**src/rtl/irq_ctrl_pkg.sv**
```systemverilog
// Shared constants for the interrupt controller: register byte offsets,
// the per-channel trigger mode, and the claim-ID priority helper.
package irq_ctrl_pkg;

  localparam int unsigned OFF_MTIME_LO    = 32'h00;
  localparam int unsigned OFF_MTIME_HI    = 32'h04;
  localparam int unsigned OFF_MTIMECMP_LO = 32'h08;
  localparam int unsigned OFF_MTIMECMP_HI = 32'h0C;
  localparam int unsigned OFF_IE          = 32'h10;
  localparam int unsigned OFF_IP          = 32'h14;
  localparam int unsigned OFF_MODE        = 32'h18;
  localparam int unsigned OFF_CLAIM       = 32'h1C;

  typedef enum logic {
    MODE_LEVEL = 1'b0,
    MODE_EDGE  = 1'b1
  } irq_mode_e;

  // Lowest pending channel index plus one; zero means nothing pending.
  function automatic logic [5:0] claim_id(input logic [31:0] pend);
    logic [5:0] id;
    id = '0;
    for (int i = 31; i >= 0; i--) begin
      if (pend[i]) id = 6'(i + 1);
    end
    return id;
  endfunction

endpackage

```
**src/rtl/irq_sync_edge.sv**
```systemverilog
// One external request channel: two-flop synchronizer followed by a
// rising-edge detector on the synchronized level.
module irq_sync_edge (
  input  logic clk_i,
  input  logic rst_i,
  input  logic async_i,
  output logic level_o,
  output logic rise_c
);

  logic meta_q, meta_d;
  logic sync_q, sync_d;
  logic prev_q, prev_d;

  always_comb begin
    meta_d = async_i;
    sync_d = meta_q;
    prev_d = sync_q;
  end

  always_ff @(posedge clk_i) begin
    if (rst_i) begin
      meta_q <= 1'b0;
      sync_q <= 1'b0;
      prev_q <= 1'b0;
    end else begin
      meta_q <= meta_d;
      sync_q <= sync_d;
      prev_q <= prev_d;
    end
  end

  assign level_o = sync_q;
  assign rise_c  = sync_q & ~prev_q;

endmodule

```
**src/rtl/irq_ctrl.sv**
```systemverilog
// Machine timer plus external interrupt controller with a memory-mapped
// register port; drives the timer and external interrupt lines to the core.
module irq_ctrl
  import irq_ctrl_pkg::*;
#(
  parameter int unsigned DW             = 32,
  parameter int unsigned ADDRW          = 12,
  parameter int unsigned NO_OF_EXT_IRQS = 8,
  parameter int unsigned PRESCALE       = 1
) (
  input  logic                      clk_i,
  input  logic                      rst_i,
  input  logic                      we_i,
  input  logic                      re_i,
  input  logic [ADDRW-1:0]          addr_i,
  input  logic [DW-1:0]             wdata_i,
  output logic [DW-1:0]             rdata_o,
  output logic                      rvalid_o,
  input  logic [NO_OF_EXT_IRQS-1:0] ext_irq_i,
  output logic                      t_intr,
  output logic                      e_intr
);

  localparam int unsigned N   = NO_OF_EXT_IRQS;
  localparam int unsigned MW  = 2 * DW;
  localparam int unsigned WW  = ADDRW - 2;
  localparam int unsigned PSW = (PRESCALE > 1) ? $clog2(PRESCALE) : 1;

  localparam logic [WW-1:0] W_MTIME_LO    = WW'(OFF_MTIME_LO >> 2);
  localparam logic [WW-1:0] W_MTIME_HI    = WW'(OFF_MTIME_HI >> 2);
  localparam logic [WW-1:0] W_MTIMECMP_LO = WW'(OFF_MTIMECMP_LO >> 2);
  localparam logic [WW-1:0] W_MTIMECMP_HI = WW'(OFF_MTIMECMP_HI >> 2);
  localparam logic [WW-1:0] W_IE          = WW'(OFF_IE >> 2);
  localparam logic [WW-1:0] W_IP          = WW'(OFF_IP >> 2);
  localparam logic [WW-1:0] W_MODE        = WW'(OFF_MODE >> 2);
  localparam logic [WW-1:0] W_CLAIM       = WW'(OFF_CLAIM >> 2);

  logic [MW-1:0]  mtime_q, mtime_d;
  logic [MW-1:0]  mtimecmp_q, mtimecmp_d;
  logic [PSW-1:0] presc_q, presc_d;
  logic [N-1:0]   ie_q, ie_d;
  logic [N-1:0]   mode_q, mode_d;
  logic [N-1:0]   ip_q, ip_d;
  logic           t_q, t_d;
  logic           e_q, e_d;
  logic [DW-1:0]  rdata_q, rdata_d;
  logic           rvalid_q, rvalid_d;

  logic [N-1:0]   sync_level, sync_rise;
  logic [N-1:0]   is_edge, ip_eff, pend, claim_mask, ip_clr;
  logic [WW-1:0]  word;
  logic [DW-1:0]  rd_mux;
  logic [1:0]     unused_addr_lsb;

  assign word            = addr_i[ADDRW-1:2];
  assign unused_addr_lsb = addr_i[1:0];

  for (genvar n = 0; n < N; n++) begin : g_sync
    irq_sync_edge u_sync (
      .clk_i   (clk_i),
      .rst_i   (rst_i),
      .async_i (ext_irq_i[n]),
      .level_o (sync_level[n]),
      .rise_c  (sync_rise[n])
    );
  end

  // Edge channels report the latched flag, level channels the live synchronized line.
  always_comb begin
    is_edge = '0;
    for (int n = 0; n < N; n++) begin
      is_edge[n] = (irq_mode_e'(mode_q[n]) == MODE_EDGE);
    end
    ip_eff     = (ip_q & is_edge) | (sync_level & ~is_edge);
    pend       = ip_eff & ie_q;
    claim_mask = pend & (~pend + N'(1));
  end

  always_comb begin
    rd_mux = '0;
    case (word)
      W_MTIME_LO:    rd_mux = mtime_q[DW-1:0];
      W_MTIME_HI:    rd_mux = mtime_q[MW-1:DW];
      W_MTIMECMP_LO: rd_mux = mtimecmp_q[DW-1:0];
      W_MTIMECMP_HI: rd_mux = mtimecmp_q[MW-1:DW];
      W_IE:          rd_mux = DW'(ie_q);
      W_IP:          rd_mux = DW'(ip_eff);
      W_MODE:        rd_mux = DW'(mode_q);
      W_CLAIM:       rd_mux = DW'(claim_id(32'(pend)));
      default:       rd_mux = '0;
    endcase
  end

  always_comb begin
    mtime_d    = mtime_q;
    mtimecmp_d = mtimecmp_q;
    presc_d    = presc_q;
    ie_d       = ie_q;
    mode_d     = mode_q;
    ip_clr     = '0;
    t_d        = (mtime_q >= mtimecmp_q);
    e_d        = |pend;
    rvalid_d   = re_i;
    rdata_d    = re_i ? rd_mux : rdata_q;

    if (presc_q == PSW'(PRESCALE - 1)) begin
      presc_d = '0;
      mtime_d = mtime_q + MW'(1);
    end else begin
      presc_d = presc_q + PSW'(1);
    end

    // A register write to mtime overrides the tick and restarts the prescaler.
    if (we_i) begin
      case (word)
        W_MTIME_LO: begin
          mtime_d = {mtime_q[MW-1:DW], wdata_i};
          presc_d = '0;
        end
        W_MTIME_HI: begin
          mtime_d = {wdata_i, mtime_q[DW-1:0]};
          presc_d = '0;
        end
        W_MTIMECMP_LO: mtimecmp_d = {mtimecmp_q[MW-1:DW], wdata_i};
        W_MTIMECMP_HI: mtimecmp_d = {wdata_i, mtimecmp_q[DW-1:0]};
        W_IE:          ie_d       = wdata_i[N-1:0];
        W_MODE:        mode_d     = wdata_i[N-1:0];
        W_IP:          ip_clr     = wdata_i[N-1:0];
        default:       ;
      endcase
    end

    if (re_i && word == W_CLAIM) ip_clr = ip_clr | claim_mask;

    // New edges beat clears; a mode change on a channel wipes its flag.
    ip_d = (sync_rise | (ip_q & ~ip_clr)) & is_edge & ~(mode_q ^ mode_d);
  end

  always_ff @(posedge clk_i) begin
    if (rst_i) begin
      mtime_q    <= '0;
      mtimecmp_q <= '1;
      presc_q    <= '0;
      ie_q       <= '0;
      mode_q     <= '0;
      ip_q       <= '0;
      t_q        <= 1'b0;
      e_q        <= 1'b0;
      rdata_q    <= '0;
      rvalid_q   <= 1'b0;
    end else begin
      mtime_q    <= mtime_d;
      mtimecmp_q <= mtimecmp_d;
      presc_q    <= presc_d;
      ie_q       <= ie_d;
      mode_q     <= mode_d;
      ip_q       <= ip_d;
      t_q        <= t_d;
      e_q        <= e_d;
      rdata_q    <= rdata_d;
      rvalid_q   <= rvalid_d;
    end
  end

  assign rdata_o  = rdata_q;
  assign rvalid_o = rvalid_q;
  assign t_intr   = t_q;
  assign e_intr   = e_q;

endmodule

```
**config.mk**
```make
export PLATFORM = sky130hd
export DESIGN_NAME = irq_ctrl
export DESIGN_NICKNAME = d
export VERILOG_FILES = /design/src/rtl/irq_ctrl_pkg.sv /design/src/rtl/irq_sync_edge.sv /design/src/rtl/irq_ctrl.sv
export SDC_FILE = /design/constraint.sdc
export NUM_CORES = 1
export LEC_CHECK = 0
export ABC_AREA = 0
export CORE_AREA = 10 10 141 240
export CTS_CLUSTER_DIAMETER = 150
export DETAILED_ROUTE_END_ITERATION = 6
export DIE_AREA = 0 0 151 250
export GPL_TIMING_DRIVEN = 1
export PLACE_DENSITY = 0.61
export SLEW_MARGIN = 40
export SYNTH_ARGS = -nofsm -noshare
export SYNTH_HDL_FRONTEND = slang
export SYNTH_SLANG_ARGS = --single-unit
export TNS_END_PERCENT = 100
```
**constraint.sdc**
```tcl
create_clock -name clk_i -period 7.1 [get_ports clk_i]
set_clock_uncertainty 0.1 [all_clocks]
set_input_delay 1.42 -clock clk_i [delete_from_list [all_inputs] [get_ports clk_i]]
set_output_delay 1.42 -clock clk_i [all_outputs]
set_load 0.01 [all_outputs]
```
==> results of run 1 <==
[state kept, by name, indices dropped and copies added (netlist names)]
signal and cells:
mtime_q 64, mtimecmp_q 64, rdata_o 32, g_sync.u_sync.level_o 8
g_sync.u_sync.meta_q 8, g_sync.u_sync.prev_q 8, ie_q 8, ip_q 8
is_edge 8, e_intr 1, rvalid_o 1, t_intr 1
[routing by layer]
metal / vias up / routed length [µm] / global-route usage / share of wire
met2: 388 / 21800 / 0.382 / 0.52
li1: 5349 / - / - / -
met5: - / 0 / 0 / 0
met1: 5480 / 15200 / 0.235 / 0.36
met3: 146 / 1960 / 0.0243 / 0.047
met4: 0 / 3060 / 0.154 / 0.073
[cell families after synthesis]
logic type / synth area share
AO/OA/AOI/OAI: 0.256
XOR/XNOR: 0.0209
adder cells (fa/ha/maj): 0.0692
buffers and inverters: 0.0628
flip-flops: 0.359
multiplexers: 0.0168
AND/OR/NAND/NOR: 0.215
[metrics by stage]
step                      instances  area [µm²]
final                          1856       13600
after global routing           1856       13600
after CTS                      1856       13600
after detailed placement       1821       12900
after global placement         1818       12900
after floorplan                1416       11800
[report_power, final]
| part | internal [mW] | switching (mW) |
|---|---|---|
| clock | 0.636 | 0.486 |
| sequential | 1.19 | 0.00650 |
| combinational | 0.0490 | 0.0829 |
| total | 1.88 | 0.576 |
[layout make-up]
cell class / instances / area [µm²]
clock inverter: 5 / 25.0
multi-input combinational: 1030 / 6840
timing repair buffer: 114 / 1060
sequential: 211 / 4220
fill: 3045 / 16300
tap: 387 / 484
clock buffer: 30 / 652
inverter: 79 / 297
[worst max-delay path: stages]
cell and delay [ns]:
clkdlybuf4s50_1 0.41, nor4_1 0.64, nand3_1 0.40, nor2_2 0.76
and2_2 0.71, buf_4 0.44, nand2_1 0.10, o211ai_1 0.10
[synthesized netlist by cell type (6+ instances only)]
cell / n / area (µm²)
clkbuf_1: 58 / 218
a32oi_1: 9 / 78.8
buf_2: 29 / 145
nand3_1: 63 / 315
nand4_1: 29 / 181
xnor2_1: 8 / 70.1
and4_1: 14 / 123
o31ai_1: 6 / 45.0
or2_2: 6 / 37.5
a21oi_1: 74 / 370
and2_1: 14 / 87.6
a221oi_1: 27 / 236
nor4_1: 13 / 81.3
nor2_1: 57 / 214
o21ai_0: 57 / 285
a22oi_1: 35 / 263
nor3_1: 16 / 80.1
nand2b_1: 9 / 56.3
ha_1: 65 / 813
a21o_1: 19 / 143
and3_1: 13 / 81.3
a211oi_1: 7 / 52.6
a22o_1: 30 / 263
dfxtp_1: 211 / 4220
mux2i_1: 13 / 130
a31oi_1: 10 / 62.6
a2bb2oi_1: 8 / 70.1
inv_1: 79 / 297
o22ai_1: 40 / 250
o211ai_1: 73 / 548
nand2_1: 189 / 709
nor2b_1: 23 / 144
a222oi_1: 8 / 80.1
xor2_1: 20 / 175
[worst paths after layout]
check / from / endpoint / slack, ns
max: addr_i[7] / mtimecmp_q[3] / 2.41
min: g_sync[0].u_sync.meta_q / g_sync[0].u_sync.level_o / 0.34
max reg2reg: mtime_q[0] / mtime_q[48] / 3.96
min reg2reg: g_sync[0].u_sync.meta_q / g_sync[0].u_sync.level_o / 0.34
==> impl_metrics.csv, run 1 <==
group,metric,value,unit
synth,synth.distinct_cells,75,
sta,fmax,0.213,GHz
worst_setup_path,end_kind,"register",
synth,async_flop_share,0,
routing,wirelength,42000,µm
synth,postSynthAreaPerCell,8.30,µm²
floorplanning,core_area,29800,µm²
sta,tns,0,ns
routing,vias,11400,
sta,rsz0062_at_grt,"false",
placed_design,portBuffers,88,
sta,min_period,4.69,ns
sta,relSlewSlack,0.317,
clock_network,cts_tree,"built",
pwr,vdd_drop_max,0.178,mV
clock_network,root_buffer,"clkbuf_16",
synth,synth_ff_type,"dfxtp_1",
worst_setup_path,ff2ff_path_depth,7,
clock_network,clock_sinks,211,
routing,antenna_left,0,
grt,grt_pass1_vias,11100,
floorplanning,io_pins,91,
placed_design,preCtsSetupSlack,1.96,ns
min_path,hold_depth,1,
grt,antenna_found_initial,0,
layout,finish.utilization,0.455,
floorplanning,num_rows,84,
clock_network,path_clk_slew,0.06,ns
worst_setup_path,crit_path_start_kind,"input port",
synth,yosys_warnings,0,
grt,grt.overflow.total,0,
synth,postSynthCellCount,1416,
worst_setup_path,critPathKind,"input port to register",
clock_network,postCtsHoldBufs,0,
routing,drc,0,
layout,num_antenna_cells,0,
worst_setup_path,worstPathRequired,7.44,ns
flow_run,cap_violations,0,
layout,mostFrequentLayoutCells,"dfxtp_1 (211), nand2_1 (189), clkdlybuf4s50_1 (86)",
clock_network,cts_buffers,22,
pwr,p_leak,5.43,nW
grt,grt_use_total,0.218,
synth,syn-cell-area,11800,µm²
worst_setup_path,path_max_fanout,32,
worst_setup_path,cp.arrival,5.03,ns
synth,yosysSeqAreaShare,0.359,
sta,finalHoldViolCount,0,
floorplanning,die_w,151,µm
layout,fin_nets,1579,
sta,finalMaxSlewViolations,0,
min_path,min_path_type,"register to register",
layout,drive_gt1_frac,0.0722,
sta,holdWs,0.337,ns
routing,via_per_inst,6.12,
layout,final_common_cell,"dfxtp_1",
sta,tightest_slew,1.02,ns
clock_network,cts_resized,0,
sta,setup_viol,0,
synth,synth_seq_cells,211,
synth,synth_edf_count,0,
placed_design,place.gp.congestion,0.960,
grt,grt_max_degree,64,
synth,synth_nets,1537,
routing,drtIter0Drc,890,
clock_network,clock_latency,0.53,ns
clock_network,cts_max_level,1,
pwr,powerDensity,180,nW/µm²
routing,drt_pre_antenna_iters,6,
floorplanning,initial_core_util,0.394,
placed_design,hpwl,30300,µm
grt,grt_pass1_wl,65200,µm
status,status,"finished clean",
pwr,total_power,2.45,mW
floorplanning,dieHeight,250,µm
sta,post-route-period-util,0.661,
clock_network,post_cts_buffers,0,
layout,area_growth_syn_to_layout,15.5,%
routing,routedWlPerCell,22.6,µm
clock_network,clk_path_buf_depth,3,
sta,finalWorstSetupSlack,2.41,ns
floorplanning,die_area,37800,µm²
Note: power is estimated with default switching activity, not from simulation.
==> run 2, diff against run 1 <==
PLACE_DENSITY = 0.63   (was 0.61)
clock period = 4.15 ns   (was 7.1 ns; I/O delays follow)
==> impl_metrics.csv, run 2 (same netlist as run 1, synthesis figures left out) <==
group,metric,value,unit
status,status,"finished clean",
clock_network,post_cts_buffers,0,
layout,multi_input_area,6830,µm²
layout,final_common_cell,"dfxtp_1",
placed_design,hpwl,30300,µm
sta,tns,0,ns
placed_design,place.gp.congestion,0.933,
grt,grt.overflow.total,0,
worst_setup_path,worstPathRequired,4.46,ns
grt,antenna_found_initial,0,
worst_setup_path,end_kind,"register",
pwr,pwr-share-seq,0.474,
worst_setup_path,crit_family,"simple AND/OR/NAND/NOR gates",
grt,grt_max_degree,62,
sta,relSlewSlack,0.469,
routing,antenna_left,0,
worst_setup_path,path_max_fanout,8,
layout,seq_area,4220,µm²
layout,fillCellCount,2952,
routing,drc,0,
clock_network,postCtsHoldBufs,0,
pwr,internal_power,3.31,mW
worst_setup_path,path_cells,"clkdlybuf4s50_1 -> or4_1 -> nor3_1 -> nand3_1 -> nor4_1 -> o22ai_1 -> o2111a_1",
pwr,combPwrFrac,0.053,
clock_network,cts_buffers,22,
floorplanning,die_w,151,µm
routing,wirelength,42000,µm
layout,finish.utilization,0.462,
worst_setup_path,critPathSlowestCell,"or4_1",
layout,fin_nets,1595,
floorplanning,core_area,29800,µm²
sta,finalHoldViolCount,0,
grt,grt_pass1_wl,65100,µm
clock_network,cts_tree,"built",
pwr,powerDensity,313,nW/µm²
floorplanning,die_area,37800,µm²
layout,drive_gt1_frac,0.0794,
clock_network,clock_sinks,211,
floorplanning,dieHeight,250,µm
routing,vias,11400,
clock_network,cts_resized,0,
routing,drtIter0Drc,851,
worst_setup_path,critPathKind,"input port to register",
layout,area_growth_syn_to_layout,17.3,%
clock_network,cts_max_level,1,
clock_network,clock_latency,0.52,ns
flow_run,cap_violations,0,
placed_design,portBuffers,88,
pwr,p_switching,1.01,mW
layout,num_antenna_cells,0,
sta,rsz0062_at_grt,"false",
pwr,p_clk_frac,0.473,
floorplanning,initial_core_util,0.394,
pwr,p_leak,5.54,nW
worst_setup_path,critPathMaxStageDelay,0.76,ns
clock_network,path_clk_slew,0.07,ns
sta,finalMaxSlewViolations,0,
routing,drt_pre_antenna_iters,7,
sta,post-route-period-util,0.764,
grt,grt_use_total,0.219,
sta,fmax,0.315,GHz
clock_network,clk_path_buf_depth,3,
layout,mostFrequentLayoutCells,"dfxtp_1 (211), nand2_1 (189), clkdlybuf4s50_1 (87)",
worst_setup_path,crit_path_start_kind,"input port",
routing,routedWlPerCell,22.4,µm
worst_setup_path,cp.arrival,3.48,ns
pwr,switching_share,0.234,
sta,tightest_slew,0.793,ns
routing,via_per_inst,6.11,
floorplanning,num_rows,84,
grt,grt_pass1_vias,11400,
sta,setup_viol,0,
sta,min_period,3.17,ns
pwr,vdd_drop_max,0.247,mV
min_path,min_path_type,"register to register",
worst_setup_path,crit_buf_inv,1,
floorplanning,io_pins,91,
clock_network,root_buffer,"clkbuf_16",
==> run 2: changes by cell type in the layout (fill, tap and decap cells not counted), moves of 2 or more <==
cell / before / now
buf_4: 25 / 39
buf_12: 0 / 4
buf_2: 3 / 0
clkbuf_1: 2 / 5
clkinv_2: 5 / 2
bufinv_16: 0 / 2
clkbuf_8: 5 / 3
clkinvlp_4: 0 / 2
==> run 2: cell type report <==
class,count,share of cell area
Clock inverter,6,0.00617
Timing Repair Buffer,130,0.0901
Multi-Input combinational cell,1030,0.495
Sequential cell,211,0.306
Clock buffer,31,0.0461
Inverter,79,0.0215
Tap cell,387,0.0351
==> run 2: routing by layer <==
metal | routed length (µm) | up-vias | part of all wire | global-route usage
li1 | - | 5380 | - | -
met1 | 15200 | 5491 | 0.36 | 0.229
met2 | 21500 | 432 | 0.51 | 0.385
met3 | 2210 | 140 | 0.053 | 0.0292
met4 | 3060 | 0 | 0.073 | 0.159
met5 | 0 | - | 0 | 0
==> run 2: final timing paths <==
path | from | to | slack, ns | cells after the start
min | g_sync[0].u_sync.meta_q | g_sync[0].u_sync.level_o | 0.33 | 1
max reg2reg | mtime_q[0] | mtime_q[48] | 1.11 | 7
max | addr_i[9] | ip_q[6] | 0.98 | 7
min reg2reg | g_sync[0].u_sync.meta_q | g_sync[0].u_sync.level_o | 0.33 | 1
==> run 2: power by group through the flow <==
| stage | clock, mW | sequential, mW | combinational, mW |
|---|---|---|---|
| 2_1_floorplan | 0 | 2.09 | 0.108 |
| 3_3_place_gp | 0 | 2.09 | 0.225 |
| 3_5_place_dp | 0 | 2.09 | 0.227 |
| 4_1_cts | 2.08 | 2.05 | 0.228 |
| 5_1_grt | 2.15 | 2.05 | 0.244 |
| 6_report | 2.04 | 2.05 | 0.229 |
==> run 2: per-stage QoR <==
stage	hold slack (ns)	power [mW]	instances	instance area [µm²]	worst slack, ns
floorplan	0.314	2.20	1416	11800	1.34
global placement	0.325	2.32	1837	13100	0.500
detailed placement	0.324	2.32	1837	13100	0.483
CTS	0.337	4.36	1874	13800	1.03
global route	0.352	4.45	1874	13800	0.862
finish	0.333	4.32	1874	13800	0.980
